--- src/rtl/uart_loader.sv ---
`default_nettype none
// uart_loader: reads a big-endian word count and that many big-endian words from the
// UART byte interface, writes them to instruction memory from address 0, then replies ACK/NAK.
module uart_loader #(
  parameter int         ADDR_W   = 15,
  parameter logic [7:0] ACK_BYTE = 8'hAA,
  parameter logic [7:0] NAK_BYTE = 8'h55
) (
  input  logic              clk,
  input  logic              rstn,
  input  logic              start,
  output logic              busy,
  output logic              done,
  output logic              err,
  output logic              uio_ren,
  input  logic [7:0]        uio_rdata,
  input  logic              uio_rdone,
  output logic              uio_wen,
  output logic [7:0]        uio_wdata,
  input  logic              uio_wdone,
  output logic              imem_we,
  output logic [ADDR_W-1:0] imem_addr,
  output logic [31:0]       imem_wdata,
  output logic [ADDR_W:0]   loaded
);

  typedef enum logic [3:0] {
    IDLE      = 4'd0,
    HDR_REQ   = 4'd1,
    HDR_WAIT  = 4'd2,
    CHK       = 4'd3,
    DATA_REQ  = 4'd4,
    DATA_WAIT = 4'd5,
    WR        = 4'd6,
    ACK_REQ   = 4'd7,
    ACK_WAIT  = 4'd8,
    FIN       = 4'd9
  } state_t;

  localparam logic [32:0] CAPACITY = 33'd1 << ADDR_W;

  state_t            state, state_nx;
  logic [1:0]        bcnt, bcnt_nx;
  logic [31:0]       sr, sr_nx;
  logic [31:0]       len, len_nx;
  logic [ADDR_W:0]   loaded_nx;
  logic              err_nx;
  logic [7:0]        wdata_nx;
  logic [ADDR_W-1:0] addr_nx;
  logic [31:0]       imem_wdata_nx;

  logic [31:0]       sr_shift;
  logic [ADDR_W:0]   loaded_inc;
  logic [31:0]       loaded_inc32;

  assign sr_shift     = {sr[23:0], uio_rdata};
  assign loaded_inc   = loaded + {{ADDR_W{1'b0}}, 1'b1};
  assign loaded_inc32 = 32'(loaded_inc);

  always_comb begin
    state_nx      = state;
    bcnt_nx       = bcnt;
    sr_nx         = sr;
    len_nx        = len;
    loaded_nx     = loaded;
    err_nx        = err;
    wdata_nx      = uio_wdata;
    addr_nx       = imem_addr;
    imem_wdata_nx = imem_wdata;

    case (state)
      IDLE: begin
        if (start) begin
          err_nx    = 1'b0;
          loaded_nx = '0;
          bcnt_nx   = 2'd0;
          sr_nx     = 32'd0;
          state_nx  = HDR_REQ;
        end
      end
      HDR_REQ:  state_nx = HDR_WAIT;
      DATA_REQ: state_nx = DATA_WAIT;
      HDR_WAIT: begin
        if (uio_rdone) begin
          sr_nx    = sr_shift;
          bcnt_nx  = bcnt + 2'd1;
          state_nx = (bcnt == 2'd3) ? CHK : HDR_REQ;
        end
      end
      DATA_WAIT: begin
        if (uio_rdone) begin
          sr_nx   = sr_shift;
          bcnt_nx = bcnt + 2'd1;
          if (bcnt == 2'd3) begin
            // Stage the completed word so imem_we lands in the cycle right after rdone.
            addr_nx       = loaded[ADDR_W-1:0];
            imem_wdata_nx = sr_shift;
            state_nx      = WR;
          end else begin
            state_nx = DATA_REQ;
          end
        end
      end
      CHK: begin
        len_nx = sr;
        if (sr == 32'd0) begin
          wdata_nx = ACK_BYTE;
          state_nx = ACK_REQ;
        end else if ({1'b0, sr} > CAPACITY) begin
          err_nx   = 1'b1;
          wdata_nx = NAK_BYTE;
          state_nx = ACK_REQ;
        end else begin
          state_nx = DATA_REQ;
        end
      end
      WR: begin
        loaded_nx = loaded_inc;
        if (loaded_inc32 == len) begin
          wdata_nx = ACK_BYTE;
          state_nx = ACK_REQ;
        end else begin
          state_nx = DATA_REQ;
        end
      end
      ACK_REQ:  state_nx = ACK_WAIT;
      ACK_WAIT: if (uio_wdone) state_nx = FIN;
      FIN:      state_nx = IDLE;
      default:  state_nx = IDLE;
    endcase
  end

  // Strobes are decoded from the next state so every output comes straight from a flop.
  always_ff @(posedge clk or negedge rstn) begin
    if (!rstn) begin
      state      <= IDLE;
      bcnt       <= 2'd0;
      sr         <= 32'd0;
      len        <= 32'd0;
      loaded     <= '0;
      err        <= 1'b0;
      uio_wdata  <= 8'h00;
      imem_addr  <= '0;
      imem_wdata <= 32'd0;
      busy       <= 1'b0;
      done       <= 1'b0;
      uio_ren    <= 1'b0;
      uio_wen    <= 1'b0;
      imem_we    <= 1'b0;
    end else begin
      state      <= state_nx;
      bcnt       <= bcnt_nx;
      sr         <= sr_nx;
      len        <= len_nx;
      loaded     <= loaded_nx;
      err        <= err_nx;
      uio_wdata  <= wdata_nx;
      imem_addr  <= addr_nx;
      imem_wdata <= imem_wdata_nx;
      busy       <= (state_nx != IDLE);
      done       <= (state_nx == FIN);
      uio_ren    <= (state_nx == HDR_REQ) || (state_nx == DATA_REQ);
      uio_wen    <= (state_nx == ACK_REQ);
      imem_we    <= (state_nx == WR);
    end
  end

endmodule
`default_nettype wire

--- config.mk ---
export PLATFORM = sky130hd
export DESIGN_NAME = uart_loader
export DESIGN_NICKNAME = d
export VERILOG_FILES = /design/src/rtl/uart_loader.sv
export SDC_FILE = /design/constraint.sdc
export NUM_CORES = 1
export LEC_CHECK = 0
export ABC_AREA = 1
export CAP_MARGIN = 10
export CORE_ASPECT_RATIO = 1.5
export CORE_MARGIN = 3
export CORE_UTILIZATION = 50
export CTS_BUF_LIST = sky130_fd_sc_hd__clkbuf_8
export DETAILED_ROUTE_END_ITERATION = 8
export PLACE_DENSITY = 0.74
export SKIP_CTS_REPAIR_TIMING = 1
export SLEW_MARGIN = 30
export SYNTH_ARGS = -nofsm -noshare
export SYNTH_HDL_FRONTEND = slang
export SYNTH_SLANG_ARGS = --single-unit
--- constraint.sdc ---
create_clock -name clk -period 3.6 [get_ports clk]
set_input_delay 0.72 -clock clk [delete_from_list [all_inputs] [get_ports clk]]
set_output_delay 0.72 -clock clk [all_outputs]
set_load 0.01 [all_outputs]
## Yosys cells after proc, flatten, opt, wreduce, memory -nomap -nowiden

Index checks and enable logic that the tools add are counted.

- Input bits: 13
- Bits in registers: 147
- Memories: 0
- Bits in read-only memories: 0
- Word-level logic and storage cells: 78
- Bits in writable memories: 0
- Bits in latches: 0

- Equality and inequality tests: 21
- Shifts and indexed selects: 0
- Multiplexer cells: 26
- Bitwise logic cells: 0
- Magnitude comparators: 1
- Multipliers: 0
- Div/mod/pow operators: 0
- Add/subtract/negate cells: 2
- Reduce and logical (&&, ||, !) cells: 14

Operators by type and width:

| operator | count |
|---|---|
| $mux 32 | 2 |
| $pmux 32 s2 | 1 |
| $pmux 4 s9 | 1 |
| $eq 16x32->1 | 1 |
| $gt 32x16->1 const B | 1 |
| $logic_not 32->1 | 1 |
| $pmux 16 s2 | 1 |
| $eq 4x3->1 const B | 7 |
| $mux 8 | 3 |
| $add 16x1->16 const B | 1 |
| $mux 16 | 1 |
| $mux 4 | 4 |
| $pmux 8 s2 | 1 |
| $mux 2 | 7 |
| $reduce_and 3->1 | 3 |
| $eq 4x1->1 const B | 2 |
| $eq 4x2->1 const B | 2 |
| $eq 4x4->1 const B | 2 |
| $ne 2x2->1 const B | 4 |
| $reduce_bool 2->1 | 4 |
| $logic_not 4->1 | 1 |
| $pmux 2 s2 | 1 |
| $reduce_and 4->1 | 1 |
| $reduce_bool 4->1 | 1 |
| 9 further kinds | 11 |

## Longest topological paths before layout

Gate-level depths: netlist (run 1).

- Depth in word-level cells: 6
- Mapped depth: 17
- Depth with buffers taken out: 17

## Least setup slack after synthesis (run 1)

No wires, ideal clock.

- Path kind: flip-flop to flip-flop
- Start point: register loaded[0]
- End point: register uio_ren
- Buffers on the path: 0
- Library setup time: 0.118 ns
- Slack: 1.732 ns
- Period minus slack after synthesis: 1.868 ns
- Required time: 3.482 ns
- Data arrival time: 1.749 ns
- Cell stages (with the launch flop): 17
- Cells stage by stage: dfrtp_1 -> ha_1 -> nand2_1 -> nor2_4 -> nand2_1 -> nand2_1 -> nand2_1 -> nand2_1 -> nand2_1 -> nor2_1 -> nand2_1 -> nor2_2 -> nand3_2 -> nand2_4 -> inv_2 -> nand4_1 -> nand2_1

- Word-level cells in the longest chain between the ends: 6

RTL lines:

| element | line | text |
|---|---|---|
| from (decl) | 24 | `output logic [ADDR_W:0] loaded` |
| from (signal assigned) | 155 | `loaded <= loaded_nx;` |
| $add 16x1->16 * | 57 | `assign loaded_inc = loaded + {{ADDR_W{1'b0}}, 1'b1};` |
| $eq 16x32->1 * | 119 | `if (loaded_inc32 == len) begin` |
| $mux 2 * | 119 |  |
| $pmux 4 s9 * | 71 | `case (state)` |
| $eq 4x1->1 or $eq 4x3->1 (tied branches) | 162 | `uio_ren <= (state_nx == HDR_REQ) \|\| (state_nx == DATA_REQ);` |
| $logic_or 1x1->1 * | 162 |  |
| to (signal assigned) | 162 |  |
| to (decl) | 15 | `output logic uio_ren,` |

Every way passes the cells marked *; elsewhere a longest branch is shown, timed or not.
A chain may end at the register's enable or synchronous reset.

## Worst setup path after layout (run 1)

- Start point: register state[3]
- End point: register bcnt[0]

- Word-level cells in the longest chain between the ends: 4

RTL lines:

| element | line | text |
|---|---|---|
| from (decl) | 42 | `state_t state, state_nx;` |
| from (signal assigned) | 151 | `state <= state_nx;` |
| $eq 4x3->1 or $eq 4x2->1 (tied branches) | 71 |  |
| $reduce_or 2->1 (no line) | - |  |
| $ne 2x1->1 (no line) or $reduce_bool 2->1 (tied branches) | - |  |
| $reduce_and 3->1 (no line) | - |  |
| to (signal assigned) | 152 | `bcnt <= bcnt_nx;` |
| to (decl) | 43 | `logic [1:0] bcnt, bcnt_nx;` |

Parallel ways exist; a longest one is shown, timed or not.

==> reports/results.md, run 1 <==
| Stage | Parameter | Value |
|:---|:---|:---|
| synth | Cell taking the most area after synthesis | dfrtp_1 |
| power | Switch share | 0.353 |
| synth | Synth warnings | 0 |
| timing | Largest clock skew in the final design | 12.6 ps |
| synth | Cell area after technology mapping | 0.00623 mm² |
| synth | Total nets after synthesis | 724 |
| timing | Minimum clock period | 2430 ps |
| grt | Antenna violations before repair | 0 |
| die | DIE WIDTH | 97.2 µm |
| timing | Number of hold-slack violations in the final timing report | 0 |
| final layout | Layout fillers | 1019 |
| routing | Detail Route Antenna Nets | 0 |
| placement | Count of buffers from port buffering | 89 |
| worst setup path | Cell occurring most often along the worst timing path | nand2_1 |
| final layout | Fraction of final layout cells with drive strength greater than 1 | 0.0885 |
| final layout | Most common cell after layout, fill and taps aside | nand2_1 |
| worst setup path | Data arrival time of the critical path | 2780 ps |
| routing | Post-detailed-route DRC marker count | 0 |
| timing | Pins Over Slew Limit | 0 |
| run | Number of max-cap violations | 0 |
| routing | Count of vias placed by the detailed router | 5139 |
| final layout | P&R area growth vs syn | 23.2% |
| synth | Distinct cell type count after synthesis | 33 |
| timing | Max Fclk | 0.411 GHz |
| worst setup path | Cell with the largest stage delay on the worst path | buf_4 |
| placement | Placement-stage worst setup slack | 1190 ps |
| die | Die H | 143 µm |
| grt | Congestion Overflow GR | 0 |
| timing | Setup violators final | 0 |
| clocking | Root buf cell | clkbuf_8 |
| worst setup path | Buffers plus inverters on the worst setup path | 3 |
| clocking | Clock H-tree levels | 4 |
| die | Rows | 49 |
| power | Pwr Density | 655 mW/mm² |
| synth | Mean Syn Cell Area | 8.79 µm² |
| timing | Slew at the pin closest to its max-slew limit | 731 ps |
| worst setup path | Setup crit start kind | flip-flop |
| routing | DR WL/cell | 15.9 µm |
| synth | Async set-or-reset flop fraction in the synthesized netlist | 1.00 |
| power | Clock power share | 0.287 |
| timing | Setup TNS | 0 ps |
| clocking | Clock Pin Slew Worst Setup and Hold Paths | 80 ps |
| worst setup path | Critical path endpoint category | flip-flop |
| final layout | Number of inserted diodes | 0 |
| worst setup path | Largest stage delay on the critical path | 460 ps |
| power | Power share of the combinational group | 0.291 |
| timing | Setup repair after global routing missed its margin | no |
| placement | Detailed-placement wirelength estimate | 11000 µm |
| routing | Aggregate routed wire length | 15200 µm |
| clocking | Clock tree from TritonCTS | done |
| clocking | Number of sinks driven by the clock tree | 141 |
| final layout | Number of nets in the finished design | 805 |
| worst setup path | Cells traversed along the worst timing path | inv_1 -> nand2_1 -> nor2_1 -> nor2_1 -> inv_2 -> nand2_1 -> nand2_1 -> buf_4 -> nand3_1 -> o21ai_0 |
| synth | Top area cells in the synthesized netlist | dfrtp_1 (57%), nand2_1 (10%), o21ai_0 (8.9%), nand3_1 (5.3%), inv_1 (4.5%) |
| synth | Area share of the largest cell type after synthesis | 0.566 |
| placement | Final estimated routing congestion in global placement | 0.892 |
| die | Starting density of the core | 0.516 |
| synth | Post-synthesis sequential area ratio | 0.566 |
| grt | GR Util All Layers | 0.229 |
| synth | Most frequently used flop master after synthesis | dfrtp_1 |
| power | Internal cell power | 3.26 mW |
| power | Sum of internal, switching and leakage power | 5.03 mW |
| routing | Via density | 5.38 |
| routing | Drt first pass iters | 5 |
| final layout | Register area | 0.00353 mm² |
| placement | Cells after DPL | 924 |
| grt | Largest net degree at the start of global routing | 80 |
| worst setup path | Type of the worst setup path | flip-flop to flip-flop |
| timing | Worst slew margin | 0.513 |
| synth | Register bit count reported by yosys | 141 |
| die | Number of top-level pins | 90 |
| clocking | Worst-skew pair later-pin latency | 450 ps |
| worst setup path | CP max FO | 67 |
| synth | Instance count of the mapped netlist | 709 |
| timing | Crit share post-route | 0.675 |
| final layout | Final cell count without fillers | 955 |
| power | Maximum resistive drop on vdd | 0.000307 V |
| die | CORE AREA | 0.0121 mm² |
| final layout | Most frequent cells in the layout | nand2_1 (170), dfrtp_1 (141), o21ai_0 (111) |
| grt | First-pass GRT wire length | 25400 µm |
| die | Area of the die | 0.0139 mm² |
| power | Pleak | 3.48 nW |
| power | NetSw | 1.77 mW |
| clocking | CTS buffer count | 17 |
| hold path | Class of the most critical hold timing path | primary input to asynchronous set/reset pin |
| timing | Worst setup margin | 1170 ps |
| power | Flop pwr share | 0.422 |
| synth | Number of enable-type register cells in the synthesized netlist | 0 |
| outcome | Run status | completed |
| final layout | Area of combinational cells with multiple inputs | 0.00226 mm² |
| worst setup path | Family with the most delay on the worst path | buffers and inverters |
| worst setup path | Endpoint required time on the critical path | 3950 ps |
| routing | Number of design-rule violations left by the first detailed-router iteration | 277 |
| grt | Vias in the first global route | 5162 |
| clocking | Clock buffer depth | 2 |
-- stage by stage --
stage                     instance area, µm²  utilization  hold WS (ps)
after detailed placement                7230        0.598           472
after floorplan                         6230            -           424
after CTS                               7680        0.636           316
after global routing                    7680        0.636           343
after global placement                  7230        0.598           464
final                                   7680        0.636           274
-- power groups by stage --
stage | clock network, mW | logic [mW] | registers, mW
2_1_floorplan | 0 | 1.01 | 2.09
3_3_place_gp | 0 | 1.42 | 2.14
3_5_place_dp | 0 | 1.44 | 2.15
4_1_cts | 1.46 | 1.46 | 2.12
5_1_grt | 1.54 | 1.67 | 2.16
6_report | 1.44 | 1.46 | 2.12
-- state kept, by name, indices dropped and copies added (netlist names) --
register and flops:
uio_wdata 2, uio_ren 1, len 32, bcnt 2
uio_wen 1, imem_we 1, state 4, done 1
sr 32, loaded 16, imem_addr 15, err 1
busy 1, imem_wdata 32
-- Yosys cell counts (all sizes together) (2+ instances only) --
cell type	instances
dfrtp	141
nor3	6
buf	17
nor2	46
nand3b	4
and2	2
inv	78
mux2	8
nand2	173
o22ai	12
nand3	68
clkbuf	16
ha	2
o21ai	113
nand4	14
-- cells by family (layout without fill, tap and decap cells) --
kind of cell | count (synthesis) | after routing | share of synthesized area
buffers and inverters | 112 | 205 | 0.0724
flip-flops | 141 | 141 | 0.566
AO/OA/AOI/OAI | 129 | 129 | 0.108
XOR/XNOR | 3 | 3 | 0.00642
adder cells (fa/ha/maj) | 2 | 2 | 0.00401
AND/OR/NAND/NOR | 314 | 314 | 0.229
multiplexers | 8 | 8 | 0.0144
-- worst paths after layout --
path	endpoint	startpoint	cells after the start	slack [ps]
max in group asynchronous	sr[18]$_DFFE_PN0P_	rstn	2	2390
min in group clk	imem_addr[4]$_DFFE_PN0P_	imem_addr[4]$_DFFE_PN0P_	2	480
setup reg to reg	bcnt[0]$_DFFE_PN0P_	state[3]$_DFF_PN0_	10	1170
hold / removal	imem_addr[2]$_DFFE_PN0P_	rstn	1	270
hold reg to reg	imem_addr[4]$_DFFE_PN0P_	imem_addr[4]$_DFFE_PN0P_	2	480
setup / recovery	bcnt[0]$_DFFE_PN0P_	state[3]$_DFF_PN0_	10	1170
-- area by class of cell --
cell class | count | area share
clock buffers | 19 | 0.0340
clock inverters | 12 | 0.0254
inverters | 79 | 0.0386
multi-input cells | 456 | 0.294
flip-flops and latches | 141 | 0.459
well taps | 153 | 0.0249
repair buffers | 95 | 0.124
-- per-layer routing --
layer / global-route usage / share of wire
met4: 0.103 / 0.032
met3: 0.0469 / 0.043
met2: 0.412 / 0.53
met1: 0.262 / 0.39
met5: 0 / 0
Note: power is estimated with default switching activity, not from simulation.
==> run 2: changes to the inputs <==
Clock period 3.6 ns to 2.3 ns, I/O delays scaled along.
==> run 2 against run 1 <==
First-iteration DRC count shrank 16%. Via count fell by 1.4%. Design area decreased by 0.13%. Non-clock buffer count is 7 higher. Sequential share of layout area up 0.076 points. Clock skew grew 5.7 ps. Core utilization is 0.083 points lower. Clock power up 27%. Register-to-register slack lost 970 ps.
==> reports/results.md, run 2 (synthesis gave the netlist of run 1 again) <==
| Stage | Parameter | Value | Change |
|:---|:---|:---|:---|
| outcome | Run status | completed | unchanged |
| routing | Count of vias placed by the detailed router | 5065 | was 5139 |
| clocking | Number of sinks driven by the clock tree | 141 | unchanged |
| routing | Detail Route Antenna Nets | 0 | unchanged |
| placement | Final estimated routing congestion in global placement | 0.827 | was 0.892 |
| worst setup path | Cells traversed along the worst timing path | ha_1 -> nand3_1 -> o21ai_1 -> and2_4 -> nor2_2 -> nor2_1 -> nand2_1 -> nor2_2 -> nand3_2 -> nand2_4 -> inv_2 -> nand4_1 -> nand2_1 | was inv_1 -> nand2_1 -> nor2_1 -> nor2_1 -> inv_2 -> nand2_1 -> nand2_1 -> buf_4 -> nand3_1 -> o21ai_0 |
| grt | Largest net degree at the start of global routing | 87 | was 80 |
| worst setup path | Cell with the largest stage delay on the worst path | dfrtp_2 | was buf_4 |
| final layout | P&R area growth vs syn | 23.1% | was 23.2% |
| final layout | Number of nets in the finished design | 812 | was 805 |
| final layout | Most common cell after layout, fill and taps aside | nand2_1 | unchanged |
| worst setup path | Largest stage delay on the critical path | 420 ps | was 460 ps |
| final layout | Final cell count without fillers | 963 | was 955 |
| clocking | Clock Pin Slew Worst Setup and Hold Paths | 80 ps | about the same |
| final layout | Registers with the most flip-flops | imem_wdata x32, len x32, sr x32 | unchanged |
| clocking | CTS buffer count | 17 | unchanged |
| grt | GR Util All Layers | 0.230 | was 0.229 |
| die | Rows | 49 | unchanged |
| clocking | Root buf cell | clkbuf_8 | unchanged |
| routing | Aggregate routed wire length | 15300 µm | was 15200 µm |
| die | Number of top-level pins | 90 | unchanged |
| power | Pwr Density | 986 mW/mm² | was 655 mW/mm² |
| worst setup path | Type of the worst setup path | flip-flop to flip-flop | unchanged |
| worst setup path | Worst-case register-to-register setup slack | 200 ps | was 1170 ps |
| die | Starting density of the core | 0.516 | unchanged |
| clocking | Clock H-tree levels | 4 | unchanged |
| final layout | Most frequent cells in the layout | nand2_1 (169), dfrtp_1 (140), o21ai_0 (111) | was nand2_1 (170), dfrtp_1 (141), o21ai_0 (111) |
| timing | Pins Over Slew Limit | 0 | unchanged |
| final layout | Number of inserted diodes | 0 | unchanged |
| die | DIE WIDTH | 97.2 µm | unchanged |
| placement | Detailed-placement wirelength estimate | 11200 µm | was 11000 µm |
| clocking | Worst-skew pair later-pin latency | 450 ps | about the same |
| worst setup path | Critical path endpoint category | flip-flop | unchanged |
| worst setup path | Data arrival time of the critical path | 2440 ps | was 2780 ps |
| worst setup path | Endpoint required time on the critical path | 2640 ps | was 3950 ps |
| timing | Setup TNS | 0 ps | unchanged |
| hold path | Class of the most critical hold timing path | flip-flop to flip-flop | was primary input to asynchronous set/reset pin |
| timing | Worst-case hold slack | 487 ps | was 274 ps |
| worst setup path | Family with the most delay on the worst path | simple AND/OR/NAND/NOR gates | was buffers and inverters |
| timing | Worst slew margin | 0.670 | was 0.513 |
| power | Maximum resistive drop on vdd | 0.000581 V | was 0.000307 V |
| timing | Slew at the pin closest to its max-slew limit | 494 ps | was 731 ps |
| timing | Crit share post-route | 0.915 | was 0.675 |
| grt | Antenna violations before repair | 0 | unchanged |
| routing | Via density | 5.26 | was 5.38 |
| grt | Congestion Overflow GR | 0 | unchanged |
| timing | Max Fclk | 0.475 GHz | was 0.411 GHz |
| timing | Minimum clock period | 2100 ps | was 2430 ps |
| routing | Number of design-rule violations left by the first detailed-router iteration | 233 | was 277 |
| timing | Number of hold-slack violations in the final timing report | 0 | unchanged |
| die | Die H | 143 µm | unchanged |
| worst setup path | Setup crit start kind | flip-flop | unchanged |
| routing | Drt first pass iters | 7 | was 5 |
| die | CORE AREA | 0.0121 mm² | unchanged |
| routing | DR WL/cell | 15.9 µm | about the same |
| timing | Setup repair after global routing missed its margin | no | unchanged |
| worst setup path | Buffers plus inverters on the worst setup path | 1 | was 3 |
| worst setup path | CP max FO | 5 | was 67 |
| routing | Post-detailed-route DRC marker count | 0 | unchanged |
| clocking | Clock tree from TritonCTS | done | unchanged |
| clocking | Clock buffer depth | 2 | unchanged |
| power | Pleak | 3.47 nW | was 3.48 nW |
| grt | Vias in the first global route | 5076 | was 5162 |
| grt | First-pass GRT wire length | 25300 µm | was 25400 µm |
| timing | Setup violators final | 0 | unchanged |
| placement | Count of buffers from port buffering | 89 | unchanged |
| placement | Cells after DPL | 930 | was 924 |
| timing | Largest clock skew in the final design | 18.3 ps | was 12.6 ps |
| run | Number of max-cap violations | 0 | unchanged |
| die | Area of the die | 0.0139 mm² | unchanged |
| final layout | Fraction of final layout cells with drive strength greater than 1 | 0.101 | was 0.0885 |
run 2: cell types whose count changed in the layout (fill, tap and decap cells not counted), moves of 2 or more:
cell	previous run	this run
buf_12	1	3
buf_4	5	9
bufinv_16	5	0
clkbuf_8	19	17
inv_1	77	75
inv_6	0	6
inv_8	0	2
run 2: tightest hold or removal path: stages (launching register included):
cell and delay [ps]:
dfrtp_1 350, nand2_1 50, o21ai_0 60
run 2: layout make-up:
type / count / area, µm²
clock buffer: 17 / 234
clock inverter: 15 / 129
fill: 1006 / 4410
inverter: 79 / 297
multi-input combinational: 456 / 2260
sequential: 141 / 3530
tap: 153 / 191
timing repair buffer: 102 / 1030
run 2: power by group:
group / internal, mW / leakage, nW / switching (mW) / total, mW
Sequential: 2.95 / 1.94 / 0.382 / 3.33
Clock: 0.781 / 0.178 / 1.05 / 1.83
Combinational: 0.894 / 1.36 / 1.51 / 2.40
Total: 4.62 / 3.47 / 2.94 / 7.56
run 2: layer usage:
metal | part of all wire | GRT usage
met5 | 0 | 0
met1 | 0.41 | 0.272
met2 | 0.52 | 0.408
met4 | 0.029 | 0.0962
met3 | 0.040 | 0.0464
run 2: worst paths after layout:
| check | startpoint | end | cells after the start |
|---|---|---|---|
| hold / removal | imem_wdata[28]$_DFFE_PN0P_ | imem_wdata[28]$_DFFE_PN0P_ | 2 |
| hold reg to reg | imem_wdata[28]$_DFFE_PN0P_ | imem_wdata[28]$_DFFE_PN0P_ | 2 |
| max in group asynchronous | rstn | loaded[14]$_DFFE_PN0P_ | 3 |
| min in group asynchronous | rstn | imem_addr[3]$_DFFE_PN0P_ | 2 |
| setup reg to reg | loaded[0]$_DFFE_PN0P_ | uio_ren$_DFF_PN0_ | 13 |
| setup / recovery | loaded[0]$_DFFE_PN0P_ | uio_ren$_DFF_PN0_ | 13 |
run 2: through the flow:
stage / power [mW] / cell area, µm² / util / setup WS (ps)
2_1_floorplan: 4.85 / 6230 / - / 432
3_5_place_dp: 5.77 / 7300 / 0.604 / 181
3_3_place_gp: 5.71 / 7300 / 0.604 / 293
6_report: 7.56 / 7670 / 0.635 / 196
5_1_grt: 8.09 / 7670 / 0.635 / 10.3
4_1_cts: 7.60 / 7660 / 0.634 / 174
==> run 3: changes to the inputs <==
Settings changed: CORE_UTILIZATION 50 to 56, PLACE_DENSITY 0.74 to 0.82.
==> run 3 against run 2 <==
Largest cell class unchanged. Largest power group unchanged. Clock skew shrank 7.8 ps. Critical endpoint is now uio_wdata[6]$_DFFE_PN0P_. Routed wire length up 1.9%. Via count rose by 3.8%. Total power up 3.4%. Worst hold slack worse by 1.9 ps.
==> reports/results.md, run 3 (synthesis gave the netlist of run 1 again) <==
| Stage | Parameter | Value | Change |
|:---|:---|:---|:---|
| worst setup path | Setup crit start kind | flip-flop | unchanged |
| clocking | Worst-skew pair later-pin latency | 430 ps | was 450 ps |
| clocking | Root buf cell | clkbuf_8 | unchanged |
| worst setup path | Critical path endpoint category | flip-flop | unchanged |
| power | Flop pwr share | 0.427 | was 0.440 |
| routing | Drt first pass iters | 8 | was 7 |
| final layout | Registers with the most flip-flops | imem_wdata x32, len x32, sr x32 | unchanged |
| timing | Number of hold-slack violations in the final timing report | 0 | unchanged |
| power | Maximum resistive drop on vdd | 0.000696 V | was 0.000581 V |
| placement | Count of buffers from port buffering | 89 | unchanged |
| worst setup path | Family with the most delay on the worst path | simple AND/OR/NAND/NOR gates | unchanged |
| power | Sum of internal, switching and leakage power | 7.82 mW | was 7.56 mW |
| timing | Pins Over Slew Limit | 0 | unchanged |
| final layout | Final cell count without fillers | 954 | was 963 |
| placement | Placement-stage worst setup slack | 218 ps | was 181 ps |
| timing | Worst slew margin | 0.660 | was 0.670 |
| power | NetSw | 2.86 mW | was 2.94 mW |
| clocking | Clock H-tree levels | 4 | unchanged |
| routing | Number of design-rule violations left by the first detailed-router iteration | 373 | was 233 |
| timing | Crit share post-route | 0.895 | was 0.915 |
| power | Clock power share | 0.261 | was 0.242 |
| routing | Count of vias placed by the detailed router | 5259 | was 5065 |
| timing | Slew at the pin closest to its max-slew limit | 507 ps | was 494 ps |
| worst setup path | Data arrival time of the critical path | 2380 ps | was 2440 ps |
| power | Power share of the combinational group | 0.312 | was 0.318 |
| clocking | Clock buffer depth | 2 | unchanged |
| worst setup path | Cells traversed along the worst timing path | ha_4 -> nand2_2 -> nor2_4 -> nand2_1 -> nand2_1 -> nand2_1 -> nand2_1 -> nand2_1 -> nor2_1 -> nand2_1 -> nor2_2 -> nand3_2 -> nand2_4 -> inv_2 -> nand2_1 -> nand2_1 | was ha_1 -> nand3_1 -> o21ai_1 -> and2_4 -> nor2_2 -> nor2_1 -> nand2_1 -> nor2_2 -> nand3_2 -> nand2_4 -> inv_2 -> nand4_1 -> nand2_1 |
| worst setup path | Type of the worst setup path | flip-flop to flip-flop | unchanged |
| hold path | Class of the most critical hold timing path | flip-flop to flip-flop | unchanged |
| die | Number of top-level pins | 90 | unchanged |
| timing | Max Fclk | 0.486 GHz | was 0.475 GHz |
| final layout | Most common cell after layout, fill and taps aside | nand2_1 | unchanged |
| final layout | P&R area growth vs syn | 24.1% | was 23.1% |
| grt | Congestion Overflow GR | 0 | unchanged |
| power | Pwr Density | 1010 mW/mm² | was 986 mW/mm² |
| placement | Detailed-placement wirelength estimate | 11200 µm | about the same |
| grt | Vias in the first global route | 5292 | was 5076 |
| worst setup path | Buffers plus inverters on the worst setup path | 1 | unchanged |
| die | CORE AREA | 0.0107 mm² | was 0.0121 mm² |
| grt | First-pass GRT wire length | 25500 µm | was 25300 µm |
| grt | Largest net degree at the start of global routing | 87 | unchanged |
| placement | Final estimated routing congestion in global placement | 0.892 | was 0.827 |
| grt | GR Util All Layers | 0.259 | was 0.230 |
| timing | Setup repair after global routing missed its margin | no | unchanged |
| clocking | Clock Pin Slew Worst Setup and Hold Paths | 70 ps | was 80 ps |
| clocking | Number of sinks driven by the clock tree | 141 | unchanged |
| timing | Setup violators final | 0 | unchanged |
| final layout | Number of nets in the finished design | 812 | unchanged |
| routing | Via density | 5.51 | was 5.26 |
| routing | Aggregate routed wire length | 15600 µm | was 15300 µm |
| power | Switch share | 0.365 | was 0.389 |
| die | Area of the die | 0.0125 mm² | was 0.0139 mm² |
| final layout | Number of inserted diodes | 0 | unchanged |
| die | Starting density of the core | 0.582 | was 0.516 |
| run | Number of max-cap violations | 0 | unchanged |
| clocking | Clock tree from TritonCTS | done | unchanged |
| grt | Antenna violations before repair | 0 | unchanged |
| outcome | Run status | completed | unchanged |
| final layout | Fraction of final layout cells with drive strength greater than 1 | 0.101 | unchanged |
| timing | Worst-case hold slack | 485 ps | was 487 ps |
| worst setup path | CP max FO | 5 | unchanged |
| placement | Cells after DPL | 921 | was 930 |
| timing | Minimum clock period | 2060 ps | was 2100 ps |
| power | Pleak | 3.50 nW | was 3.47 nW |
| routing | Detail Route Antenna Nets | 0 | unchanged |
| timing | Largest clock skew in the final design | 10.5 ps | was 18.3 ps |
| worst setup path | Cell occurring most often along the worst timing path | nand2_1 |  |
| final layout | Most frequent cells in the layout | nand2_1 (169), dfrtp_1 (140), o21ai_0 (111) | unchanged |
| die | Die H | 135 µm | was 143 µm |
| power | Internal cell power | 4.96 mW | was 4.62 mW |
| die | DIE WIDTH | 92.2 µm | was 97.2 µm |
| clocking | CTS buffer count | 17 | unchanged |
| worst setup path | Cell with the largest stage delay on the worst path | dfrtp_1 | was dfrtp_2 |
| timing | Setup TNS | 0 ps | unchanged |
| worst setup path | Endpoint required time on the critical path | 2620 ps | was 2640 ps |
| routing | DR WL/cell | 16.3 µm | was 15.9 µm |
| timing | Worst setup margin | 242 ps | was 196 ps |
| worst setup path | Largest stage delay on the critical path | 460 ps | was 420 ps |
| routing | Post-detailed-route DRC marker count | 0 | unchanged |
| die | Rows | 46 | was 49 |
-- run 3: changes by cell type in the layout (fill, tap and decap cells not counted), sizes merged --
cell	delta
clkinv	-1
bufinv	+3
clkinvlp	+1
clkbuf	+2
inv	-5
-- run 3: per-layer routing --
layer	vias up	wire length, µm	global-route usage
met5	-	0	0
met4	0	528	0.109
met3	45	678	0.0545
met1	2541	6030	0.306
li1	2479	-	-
met2	194	8330	0.457
-- run 3: final timing paths --
check | depth (start not counted) | end | slack (ps) | start
max | 16 | uio_wdata[6]$_DFFE_PN0P_ | 240 | loaded[1]$_DFFE_PN0P_
min | 2 | imem_addr[3]$_DFFE_PN0P_ | 480 | imem_addr[3]$_DFFE_PN0P_
max reg2reg | 16 | uio_wdata[6]$_DFFE_PN0P_ | 240 | loaded[1]$_DFFE_PN0P_
min reg2reg | 2 | imem_addr[3]$_DFFE_PN0P_ | 480 | imem_addr[3]$_DFFE_PN0P_
max in group asynchronous | 3 | len[7]$_DFFE_PN0P_ | 1070 | rstn
min in group asynchronous | 2 | loaded[3]$_DFFE_PN0P_ | 520 | rstn
-- run 3: per-stage QoR --
stage / utilization / area, µm²
6_report: 0.723 / 7740
5_1_grt: 0.723 / 7740
4_1_cts: 0.719 / 7700
3_5_place_dp: 0.680 / 7280
3_3_place_gp: 0.680 / 7280
2_1_floorplan: - / 6230
-- run 3: power groups by stage --
stage	clock network, mW	logic, mW	registers (mW)
global route	2.18	2.71	3.39
CTS	2.06	2.41	3.32
detailed placement	0	2.38	3.37
finish	2.04	2.44	3.34
global placement	0	2.31	3.35
floorplan	0	1.58	3.27
-- run 3: layout make-up --
cell class,instances,area (µm²)
clock buffers,19,262
clock inverters,13,150
fillers,784,2970
inverters,79,297
multi-input cells,456,2290
flip-flops and latches,141,3530
well taps,144,180
repair buffers,102,1030
-- run 3: worst reg2reg max path: cells and delay by family (launching register included) --
family        cells  cell delay, ps
simple gates     14            1250
flops             1             460
buf+inv           1              60
fa+ha+maj         1             190
